**src/rtl/noekeon_gamma_serial.sv**
```systemverilog
// Serial NOEKEON Gamma: the 32 bit-slice S-box columns are substituted LANES at a
// time, so a 128-bit block takes 32/LANES cycles in RUN before it is presented.
module noekeon_gamma_serial #(
    parameter int LANES = 4
) (
    input  logic         clk,
    input  logic         rst_n,
    input  logic         clear,
    input  logic         inValid,
    output logic         inReady,
    input  logic [127:0] inData,
    output logic         outValid,
    input  logic         outReady,
    output logic [127:0] outData,
    output logic         busy
);

    localparam int N  = 32 / LANES;
    localparam int CW = (N > 1) ? $clog2(N) : 1;

    generate
        if (!(LANES == 1 || LANES == 2 || LANES == 4 || LANES == 8 ||
              LANES == 16 || LANES == 32)) begin : g_bad_lanes
            $error("noekeon_gamma_serial: LANES must be 1, 2, 4, 8, 16 or 32");
        end
    endgenerate

    typedef enum logic [1:0] {IDLE, RUN, DONE} state_t;

    state_t          state;
    state_t          next_state;
    logic [CW-1:0]   counter;
    logic [127:0]    stateReg;
    logic [127:0]    sub_state;
    logic            accept;
    logic            last_slice;
    logic [4:0]      lane_col [LANES];
    logic [3:0]      lane_out [LANES];

    function automatic logic [3:0] sbox(input logic [3:0] x);
        logic [3:0] y;
        case (x)
            4'h0: y = 4'h7;
            4'h1: y = 4'hA;
            4'h2: y = 4'h2;
            4'h3: y = 4'hC;
            4'h4: y = 4'h4;
            4'h5: y = 4'h8;
            4'h6: y = 4'hF;
            4'h7: y = 4'h0;
            4'h8: y = 4'h5;
            4'h9: y = 4'h9;
            4'hA: y = 4'h1;
            4'hB: y = 4'hE;
            4'hC: y = 4'h3;
            4'hD: y = 4'hD;
            4'hE: y = 4'hB;
            default: y = 4'h6;
        endcase
        return y;
    endfunction

    // One S-box per lane, reading the column chosen by the current slice.
    for (genvar j = 0; j < LANES; j++) begin : g_lane
        logic [3:0] nib_in;
        assign lane_col[j] = 5'(int'(counter) * LANES + j);
        assign nib_in = {stateReg[{2'd3, lane_col[j]}], stateReg[{2'd2, lane_col[j]}],
                         stateReg[{2'd1, lane_col[j]}], stateReg[{2'd0, lane_col[j]}]};
        assign lane_out[j] = sbox(nib_in);
    end

    // Columns outside the active slice pass through untouched.
    for (genvar c = 0; c < 32; c++) begin : g_col
        localparam int LANE  = c % LANES;
        localparam int SLICE = c / LANES;
        logic hit;
        assign hit = (counter == CW'(SLICE));
        assign sub_state[96 + c] = hit ? lane_out[LANE][3] : stateReg[96 + c];
        assign sub_state[64 + c] = hit ? lane_out[LANE][2] : stateReg[64 + c];
        assign sub_state[32 + c] = hit ? lane_out[LANE][1] : stateReg[32 + c];
        assign sub_state[c]      = hit ? lane_out[LANE][0] : stateReg[c];
    end

    assign last_slice = (counter == CW'(N - 1));
    assign accept     = inValid & inReady;

    always_ff @(posedge clk or negedge rst_n) begin
        if (!rst_n) begin
            state <= IDLE;
        end else begin
            state <= next_state;
        end
    end

    always_comb begin
        next_state = state;
        if (clear) begin
            next_state = IDLE;
        end else begin
            case (state)
                IDLE:    if (accept) next_state = RUN;
                RUN:     if (last_slice) next_state = DONE;
                DONE:    if (outReady) next_state = inValid ? RUN : IDLE;
                default: next_state = IDLE;
            endcase
        end
    end

    always_comb begin
        inReady  = !clear && ((state == IDLE) || ((state == DONE) && outReady));
        outValid = (state == DONE);
        busy     = (state == RUN);
        outData  = stateReg;
    end

    // Clear only rewinds the counter; the partially substituted block is left in place.
    always_ff @(posedge clk or negedge rst_n) begin
        if (!rst_n) begin
            counter  <= '0;
            stateReg <= '0;
        end else if (clear) begin
            counter <= '0;
        end else if (accept) begin
            counter  <= '0;
            stateReg <= inData;
        end else if (state == RUN) begin
            stateReg <= sub_state;
            counter  <= last_slice ? '0 : counter + 1'b1;
        end
    end

endmodule

```
**config.mk**
```make
export PLATFORM = sky130hd
export DESIGN_NAME = noekeon_gamma_serial
export DESIGN_NICKNAME = d
export VERILOG_FILES = /design/src/rtl/noekeon_gamma_serial.sv
export SDC_FILE = /design/constraint.sdc
export NUM_CORES = 1
export LEC_CHECK = 0
export BUFFER_PORTS_ARGS = -buffer_cell sky130_fd_sc_hd__buf_2
export CORE_ASPECT_RATIO = 1.2
export CORE_MARGIN = 2
export CORE_UTILIZATION = 40
export DETAILED_ROUTE_END_ITERATION = 16
export HOLD_SLACK_MARGIN = 0.12
export PLACE_DENSITY = 0.71
export SYNTH_ARGS = -nofsm -noshare
export SYNTH_HDL_FRONTEND = slang
export SYNTH_SLANG_ARGS = --single-unit
export TNS_END_PERCENT = 30
```
**constraint.sdc**
```tcl
create_clock -name clk -period 2.7 [get_ports clk]
set_input_delay 0.675 -clock clk [delete_from_list [all_inputs] [get_ports clk]]
set_output_delay 0.675 -clock clk [all_outputs]
set_load 0.02 [all_outputs]
```
-- Word level (Yosys, flattened, before mapping)
Memories as Yosys holds them, arrays and structs flattened.
Index checks and enable logic that the tools add are counted.
- register bits after elaboration: 133
- ROM bits: 256
- bits of input ports: 133
- output and inout bits: 131
- logic and storage cells: 245
- memories kept: 4
- memory list (name ; depth ; width ; rd ports ; clocked after memory_dff ; wr ports ; RTL line ; text):
    (name not given) ; 16 ; 4 ; 1 ; 0 ; 0 ; 42 ; case (x)
    (name not given) ; 16 ; 4 ; 1 ; 0 ; 0 ; 42 ;
    (name not given) ; 16 ; 4 ; 1 ; 0 ; 0 ; 42 ;
    (name not given) ; 16 ; 4 ; 1 ; 0 ; 0 ; 42 ;
- add/sub/neg operators: 4
- magnitude comparators: 16
- eq/ne operators: 12
- muxes and demuxes: 172
- bitwise logic cells: 2
- reductions and logical operators: 25
- operators by type and width (kind ; number):
    two-way mux 128 bit ; 2
    two-way mux 1 bit ; 145
    less-than comparator 7 x 8 -> 1 bit (second input constant) ; 8
    binary-select mux 1 bit (select 5 bit) ; 12
    less-than comparator 5 x 8 -> 1 bit (second input constant) ; 4
    less-than comparator 6 x 8 -> 1 bit (second input constant) ; 4
    AND reduction 3 bit ; 9
    nonzero test 2 bit ; 9
    binary-select mux 1 bit (select 3 bit) ; 4
    equality test 3 bit (second input constant) ; 4
    two-way mux 3 bit ; 4
    adder 5 x 2 -> 5 bit (second input constant) ; 2
    two-way mux 2 bit ; 4
    equality test 3 x 2 -> 1 bit (second input constant) ; 2
    inequality test 3 x 2 -> 1 bit (second input constant) ; 2
    one-hot mux 2 bit (3 select lines) ; 1
    adder 5 x 1 -> 5 bit (second input constant) ; 1
    adder 3 x 1 -> 3 bit (second input constant) ; 1
    equality test 3 x 1 -> 1 bit (second input constant) ; 1
    zero test 3 bit ; 1
    inequality test 3 bit (second input constant) ; 1
    nonzero test 3 bit ; 1
    equality test 2 x 1 -> 1 bit (second input constant) ; 1
    equality test 2 bit (second input constant) ; 1
    6 further kinds ; 7

-- Longest topological paths before layout
Gate-level depths: netlist of run 1.
- depth after elaboration: 8
- depth in mapped cells: 10
- depth with buffers taken out: 8

-- Worst setup path before layout of run 1
No wires, ideal clock.
- kind: reg2reg
- start point: reg counter[0]
- end point: reg stateReg[71], in the netlist outData[71]
- setup time: 138 ps
- arrival: 2451 ps
- data required time: 2562 ps
- setup slack: 111 ps
- cell stages (with the launch flop): 11
- path buffers: 2
- clock period less this slack: 2589 ps
- cell sequence: dfrtp_1 buf_6 buf_6 mux4_2 mux2i_1 inv_1 ha_1 nor2_1 mux2i_4 a211oi_1 o21ai_0
- longest elaborated chain between the ends: 7
- elaborated cells between the ends (all ways): 16
- classes of those cells: 1 x add/sub; 1 x eq/ne; 11 x mux; 2 x reduce/logical; 1 x memory
- RTL lines (what ; RTL line ; text):
    from (decl) ; 32 ; logic [CW-1:0] counter;
    from (signal assigned) ; 128 ; counter <= last_slice ? '0 : counter + 1'b1;
    adder 5 x 2 -> 5 bit ; 66 ; assign lane_col[j] = 5'(int'(counter) * LANES + j);
    binary-select mux 1 bit (select 5 bit), on equally long branches ; 68, 67 ;
    two-way mux 1 bit, on equally long branches ; 68, 67 ;
    memory read (16 x 4 bit) ; - ;
    two-way mux 1 bit ; 79 ; assign sub_state[64 + c] = hit ? lane_out[LANE][2] : stateReg[64 + c];
    two-way mux 128 bit ; 126 ; end else if (state == RUN) begin
    two-way mux 128 bit ; 123 ; end else if (accept) begin
    to (signal assigned) ; 125 ; stateReg <= inData;
    to (signal assigned) ; 127 ; stateReg <= sub_state;
    to (decl) ; 33 ; logic [127:0] stateReg;
Parallel ways exist; a longest one is shown, timed or not. The select of a mux whose other input is x is not followed.
A chain may end at the register's enable or synchronous reset.

-- Worst setup path after layout of run 1
- start point: reg counter[0]
- end point: reg stateReg[92], in the netlist outData[92]
- longest elaborated chain between the ends: 6
- elaborated cells between the ends (all ways): 15
- classes of those cells: 1 x eq/ne; 11 x mux; 2 x reduce/logical; 1 x memory
- RTL lines (what ; RTL line):
    binary-select mux 1 bit (select 3 bit), on equally long branches ; 67, 68
    two-way mux 1 bit, on equally long branches ; 67, 68
    memory read (16 x 4 bit) ; -
    two-way mux 1 bit ; 79
    two-way mux 128 bit ; 126
    two-way mux 128 bit ; 123
Parallel ways exist; a longest one is shown, timed or not. The select of a mux whose other input is x is not followed.

==> results of run 1 <==
kinds of logic (layout without fill, tap and decap cells):
kind of cell	Yosys count	in the layout	share of synthesized area (%)
adder cells (fa/ha/maj)	18	18	2.92
AND/OR/NAND/NOR	153	153	8.82
flip-flops	133	133	43.2
multiplexers	62	62	15.1
XOR/XNOR	4	4	0.455
AO/OA/AOI/OAI	311	311	25.3
buffers and inverters	73	374	4.26
other	0	1	0
cell usage in the layout (no fill, tap or decap), types with 25 or more instances in the layout:
| cell type | n |
|---|---|
| o211ai_1 | 32 |
| a21oi_1 | 78 |
| dfrtp_1 | 131 |
| a22oi_1 | 41 |
| buf_2 | 262 |
| nor2_1 | 58 |
| mux4_2 | 25 |
| o21ai_0 | 88 |
| nand2_1 | 55 |
| buf_4 | 53 |
power by group:
group	internal (mW)	total (mW)	switching, mW
clock network	1.40	2.32	0.917
logic	2.07	5.23	3.16
registers	2.66	3.28	0.622
per-layer routing:
metal	global-route usage, %	vias to the layer above	routed length, um
met1	37.0	3756	11500
li1	-	3432	-
met4	12.1	2	1020
met3	7.00	64	2820
met5	0	-	7
met2	46.9	435	14100
flip-flops by register name (all words and copies together) (netlist names):
name     flops
counter      3
outData    128
state        2
final timing paths:
check                                 start     endpoint  slack (ns)  cells past startpoint
worst max-delay path             counter[0]  outData[92]        0.07                      9
worst min-delay path                  rst_n  outData[12]        0.21                      1
worst max register to register   counter[0]  outData[92]        0.07                      9
worst min register to register  outData[83]  outData[83]        0.52                      2
max in group asynchronous             rst_n  outData[67]        1.76                      2
min in group clk                 inData[88]  outData[88]        0.44                      3
cell type report:
cell class,count,area (sq um)
Fill cell,1711,8540
Multi-Input combinational cell,548,4110
Sequential cell,133,3330
Timing Repair Buffer,325,1910
Clock buffer,20,457
Tap cell,256,320
Clock inverter,12,128
Inverter,17,63.8
Antenna cell,1,2.50
per-stage QoR:
step / utilization [%] / cells / setup WS, ns / power, mW
finish: 54.7 / 1312 / 0.0672 / 10.8
global route: 54.7 / 1311 / -0.00586 / 11.4
CTS: 54.1 / 1302 / 0.0172 / 10.7
detailed placement: 50.9 / 1270 / -0.0509 / 8.35
global placement: 50.9 / 1270 / 0.0704 / 8.24
floorplan: - / 754 / 0.111 / 6.48
worst max-delay path, cell delays in order, from the launching register on:
cell	delay (ns)
dfrtp_2	0.42
buf_12	0.16
mux4_2	0.55
mux2i_4	0.31
inv_2	0.10
ha_1	0.20
nor2_1	0.13
mux2i_2	0.14
a211oi_1	0.33
o21ai_0	0.15
timing repair:
action / 4_1_cts / 5_1_grt
pin swaps: 0 / 2
endpoints found under the setup margin: 7 / 33
setup buffers: 0 / 8
hold endpoints to repair: 0 / 0
cloned: 0 / 1
hold buffers: 0 / 0
resized for setup: 3 / 5
==> impl_metrics.py, run 1 <==
metrics = {
    "outcome": {
        "status": "completed",
    },
    "worst_setup_path": {
        "required_ns": 2.99,
        "cp.arrival_ns": 2.93,
        "end_kind": "flop",
        "cp-start-kind": "flop",
        "path_class": "reg -> reg",
        "critPathMaxFanout": 10,
    },
    "timing": {
        "slew-limit-headroom_pct": 54.6,
        "timing.hold.ws_ns": 0.210,
        "rsz0062_at_grt": "true",
        "setup_tns_ns": 0,
        "setup_violations": 0,
        "finClkSkew_ns": 0.00981,
        "layout_min_cycle_time_ns": 2.63,
        "fmax_mhz": 380,
        "min_period_over_period_pct": 97.5,
        "slew_violations": 0,
        "tightest_slew_ns": 0.681,
        "finalHoldViolCount": 0,
    },
    "placement": {
        "numPortBuffers": 263,
        "gp_congestion": 0.865,
        "place_area_sq_mm": 0.00960,
        "dp_hpwl_um": 21300,
    },
    "synth": {
        "synth-main-ff-cell": "dfrtp_1",
        "synth_top_cell_by_area": "dfrtp_1",
        "syn_avg_cell_area_sq_um": 10.2,
        "synth_edf_count": 0,
        "synth_warnings": 0,
        "yosysMostFrequentCell": "dfrtp_1",
        "async_flop_share_pct": 100,
        "synth_seq_area_share_pct": 43.2,
        "yosys-top-cells-area": "dfrtp_1 (43%), mux4_2 (7.3%), o21ai_0 (5.8%)",
        "syn-cell-area_sq_mm": 0.00770,
        "ys_seq_elements": 133,
        "syn-num-nets": 905,
        "yosys-top-cells-count": "dfrtp_1 (133), o21ai_0 (89), a21oi_1 (81)",
        "synth_top_area_share_pct": 43.2,
        "yosysUniqueCellTypes": 54,
        "netlist_instances": 754,
    },
    "pwr": {
        "vdd_ir_drop_max_v": 0.000505,
        "power_density_mw_per_mm2": 1050,
        "p_leak_nw": 4.72,
    },
    "job": {
        "drv_cap": 0,
    },
    "floorplan": {
        "pin_count": 264,
        "rows": 55,
        "die-area_sq_mm": 0.0204,
        "core_sq_mm": 0.0189,
        "die_w_um": 131,
        "start_util_pct": 40.8,
        "fp.dieH_um": 156,
    },
    "drt": {
        "antenna_left": 0,
        "wl_um": 29500,
        "dr.pass1.iters": 5,
        "vias_per_cell": 5.86,
        "wl_per_cell_um": 22.5,
        "drc": 0,
        "drtIter0Drc": 653,
        "vias": 7689,
    },
    "layout": {
        "fin_nets": 1193,
        "postLayoutCellArea_sq_mm": 0.0103,
        "area_delta_synth_final_pct": 34.0,
        "layout-drive-gt1-share_pct": 41.0,
    },
    "global_routing": {
        "grt_max_degree": 69,
        "grt_pass1_wl_um": 43400,
        "grt_pass1_vias": 7543,
        "antenna_found_initial": 3,
        "gr-usage-all-layers_pct": 28.9,
        "grt_overflow": 0,
    },
    "cts": {
        "insertion_delay_ns": 0.43,
        "h-tree-depth": 4,
        "cts.sinks": 133,
        "cts-buffers-inserted": 17,
        "clk_pin_slew_ns": 0.06,
        "clockBufferDepth": 2,
        "cts_tree": "built",
        "clockRootBuffer": "clkbuf_16",
    },
    "min_path": {
        "hold_path_class": "in -> async",
    },
}
(Power assumes the default switching activity.)
==> inputs of run 2 (changes only) <==
--- a/config.mk
+++ b/config.mk
@@ -8,10 +8,10 @@
 export BUFFER_PORTS_ARGS = -buffer_cell sky130_fd_sc_hd__buf_2
 export CORE_ASPECT_RATIO = 1.2
 export CORE_MARGIN = 2
-export CORE_UTILIZATION = 40
+export CORE_UTILIZATION = 46
 export DETAILED_ROUTE_END_ITERATION = 16
 export HOLD_SLACK_MARGIN = 0.12
-export PLACE_DENSITY = 0.71
+export PLACE_DENSITY = 0.79
 export SYNTH_ARGS = -nofsm -noshare
 export SYNTH_HDL_FRONTEND = slang
 export SYNTH_SLANG_ARGS = --single-unit
==> run 2 against run 1 <==
Effect of this change:
- first-iteration DRC count rose by 22%
- largest power group unchanged
- critical endpoint is now outData[90]
- clock skew fell by 0.0030 ns
- sequential share of layout area rose by 0.48 points
- setup slack got worse by 0.021 ns
- core utilization rose by 7.5 points
- combinational power barely moved
- total power fell by 0.10%
- highest routed layer is now met4
- maximum frequency fell by 0.80%
- hold slack improved by 0.14 ns
- critical path depth fell by 1
- via count rose by 2.9%
- register-to-register slack got worse by 0.02 ns
==> impl_metrics.py, run 2 (synthesis gave the netlist of run 1 again) <==
metrics = {
    "floorplan": {
        "rows": 51,
        "die_w_um": 122,
        "start_util_pct": 47.2,
        "fp.dieH_um": 146,
        "core_sq_mm": 0.0163,
        "pin_count": 264,
        "die-area_sq_mm": 0.0178,
    },
    "cts": {
        "cts_tree": "built",
        "clockRootBuffer": "clkbuf_16",
        "cts-buffers-inserted": 17,
        "h-tree-depth": 4,
        "clockBufferDepth": 2,
        "clk_pin_slew_ns": 0.06,
        "cts.sinks": 133,
        "insertion_delay_ns": 0.43,
    },
    "global_routing": {
        "grt_pass1_vias": 7846,
        "grt_overflow": 0,
        "grt_max_degree": 134,
        "gr-usage-all-layers_pct": 32.7,
        "antenna_found_initial": 1,
        "grt_pass1_wl_um": 43800,
    },
    "timing": {
        "fmax_mhz": 377,
        "timing.hold.ws_ns": 0.351,
        "setup_violations": 0,
        "tightest_slew_ns": 0.739,
        "finalHoldViolCount": 0,
        "finClkSkew_ns": 0.00686,
        "slew_violations": 0,
        "rsz0062_at_grt": "true",
        "min_period_over_period_pct": 98.3,
        "layout_min_cycle_time_ns": 2.65,
        "slew-limit-headroom_pct": 50.7,
    },
    "drt": {
        "antenna_left": 0,
        "vias": 7909,
        "drtIter0Drc": 799,
        "wl_per_cell_um": 23.2,
        "drc": 0,
        "dr.pass1.iters": 7,
        "vias_per_cell": 6.26,
        "wl_um": 29300,
    },
    "pwr": {
        "power_frac_comb_pct": 48.1,
        "p_leak_nw": 4.68,
        "p_clk_share_pct": 21.2,
        "power_density_mw_per_mm2": 1060,
        "p_int_mw": 6.07,
        "switching_power_mw": 4.76,
        "seqPwrFrac_pct": 30.7,
        "vdd_ir_drop_max_v": 0.000584,
        "p_sw_share_pct": 43.9,
    },
    "layout": {
        "postLayoutCellArea_sq_mm": 0.0102,
        "layout-drive-gt1-share_pct": 41.0,
        "area_delta_synth_final_pct": 32.0,
        "largest_reg_flops": 128,
        "seqCellArea_sq_mm": 0.00333,
        "num-fill-cells": 1412,
        "layout_common_cells": "buf_2 (262), dfrtp_1 (131), o21ai_0 (87)",
        "post-route-util_pct": 62.2,
        "layout_commonest_cell": "buf_2",
        "multi_input_area_sq_mm": 0.00411,
        "fin_nets": 1188,
    },
    "worst_setup_path": {
        "max_stage_delay_ns": 0.51,
        "cp.arrival_ns": 2.94,
        "path_class": "reg -> reg",
        "worst_path_max_delay_cell": "mux4_2",
        "cp.depth": 8,
        "cp_cell_sequence": "buf_12 > mux4_2 > mux2_2 > ha_1 > nor2_1 > mux2i_1 > a21oi_1 > o21ai_0",
        "reg2reg_depth": 8,
        "required_ns": 2.99,
        "critPathMaxFanout": 10,
        "rrSetupSlack_ns": 0.05,
        "end_kind": "flop",
        "cpLargestDelayFamily": "multiplexers",
        "critical_path_buf_inv_count": 1,
        "cp-start-kind": "flop",
    },
    "job": {
        "drv_cap": 0,
    },
    "placement": {
        "gp_congestion": 0.917,
        "numPortBuffers": 263,
        "dp_hpwl_um": 21400,
        "place_area_sq_mm": 0.00955,
    },
    "outcome": {
        "status": "completed",
    },
    "min_path": {
        "hold_path_class": "in -> async",
    },
}
run 2: path summary, 6_finish.rpt:
| kind | start | end |
|---|---|---|
| hold / removal | rst_n | outData[112] |
| max in group asynchronous | rst_n | counter[2] |
| hold reg to reg | outData[72] | outData[72] |
| setup / recovery | counter[0] | outData[90] |
| setup reg to reg | counter[0] | outData[90] |
| min in group clk | inData[92] | outData[92] |
run 2: repair_timing:
| action | CTS | global route |
|---|---|---|
| hold endpoints to repair | 0 | 0 |
| pin swaps | 0 | 1 |
| setup buffers | 0 | 1 |
| resized for setup | 2 | 8 |
| hold buffers | 0 | 0 |
| endpoints found under the setup margin | 5 | 25 |
run 2: per-layer routing:
layer / track usage (%) / part of all wire (%) / vias to the layer above
li1: - / - / 3423
met1: 40.1 / 37 / 3809
met2: 52.8 / 48 / 565
met3: 7.88 / 10 / 112
met4: 17.7 / 4.7 / 0
met5: 0 / 0 / -
run 2: power by group through the flow:
stage / Combinational [mW] / Sequential (mW) / Clock [mW]
detailed placement: 5.05 / 3.32 / 0
global placement: 4.91 / 3.30 / 0
floorplan: 2.54 / 3.94 / 0
CTS: 5.10 / 3.30 / 2.29
finish: 5.21 / 3.32 / 2.29
global route: 5.58 / 3.37 / 2.38
run 2: metrics by stage:
step / total power [mW] / setup slack [ns] / cells / setup TNS (ns)
after global placement: 8.21 / 0.113 / 1229 / 0
after CTS: 10.7 / 0.0297 / 1261 / 0
after floorplan: 6.48 / 0.111 / 754 / 0
final: 10.8 / 0.0460 / 1264 / 0
after detailed placement: 8.38 / -0.0298 / 1229 / -0.0428
after global routing: 11.3 / -0.0178 / 1263 / -0.0695
run 2: cell type report:
| cell class | count | area share, % |
|---|---|---|
| Multi-Input combinational cell | 548 | 40.4 |
| Sequential cell | 133 | 32.8 |
| Timing Repair Buffer | 320 | 17.8 |
| Clock buffer | 18 | 4.32 |
| Tap cell | 212 | 2.61 |
| Clock inverter | 14 | 1.34 |
| Inverter | 17 | 0.628 |
| Antenna cell | 2 | 0.0492 |
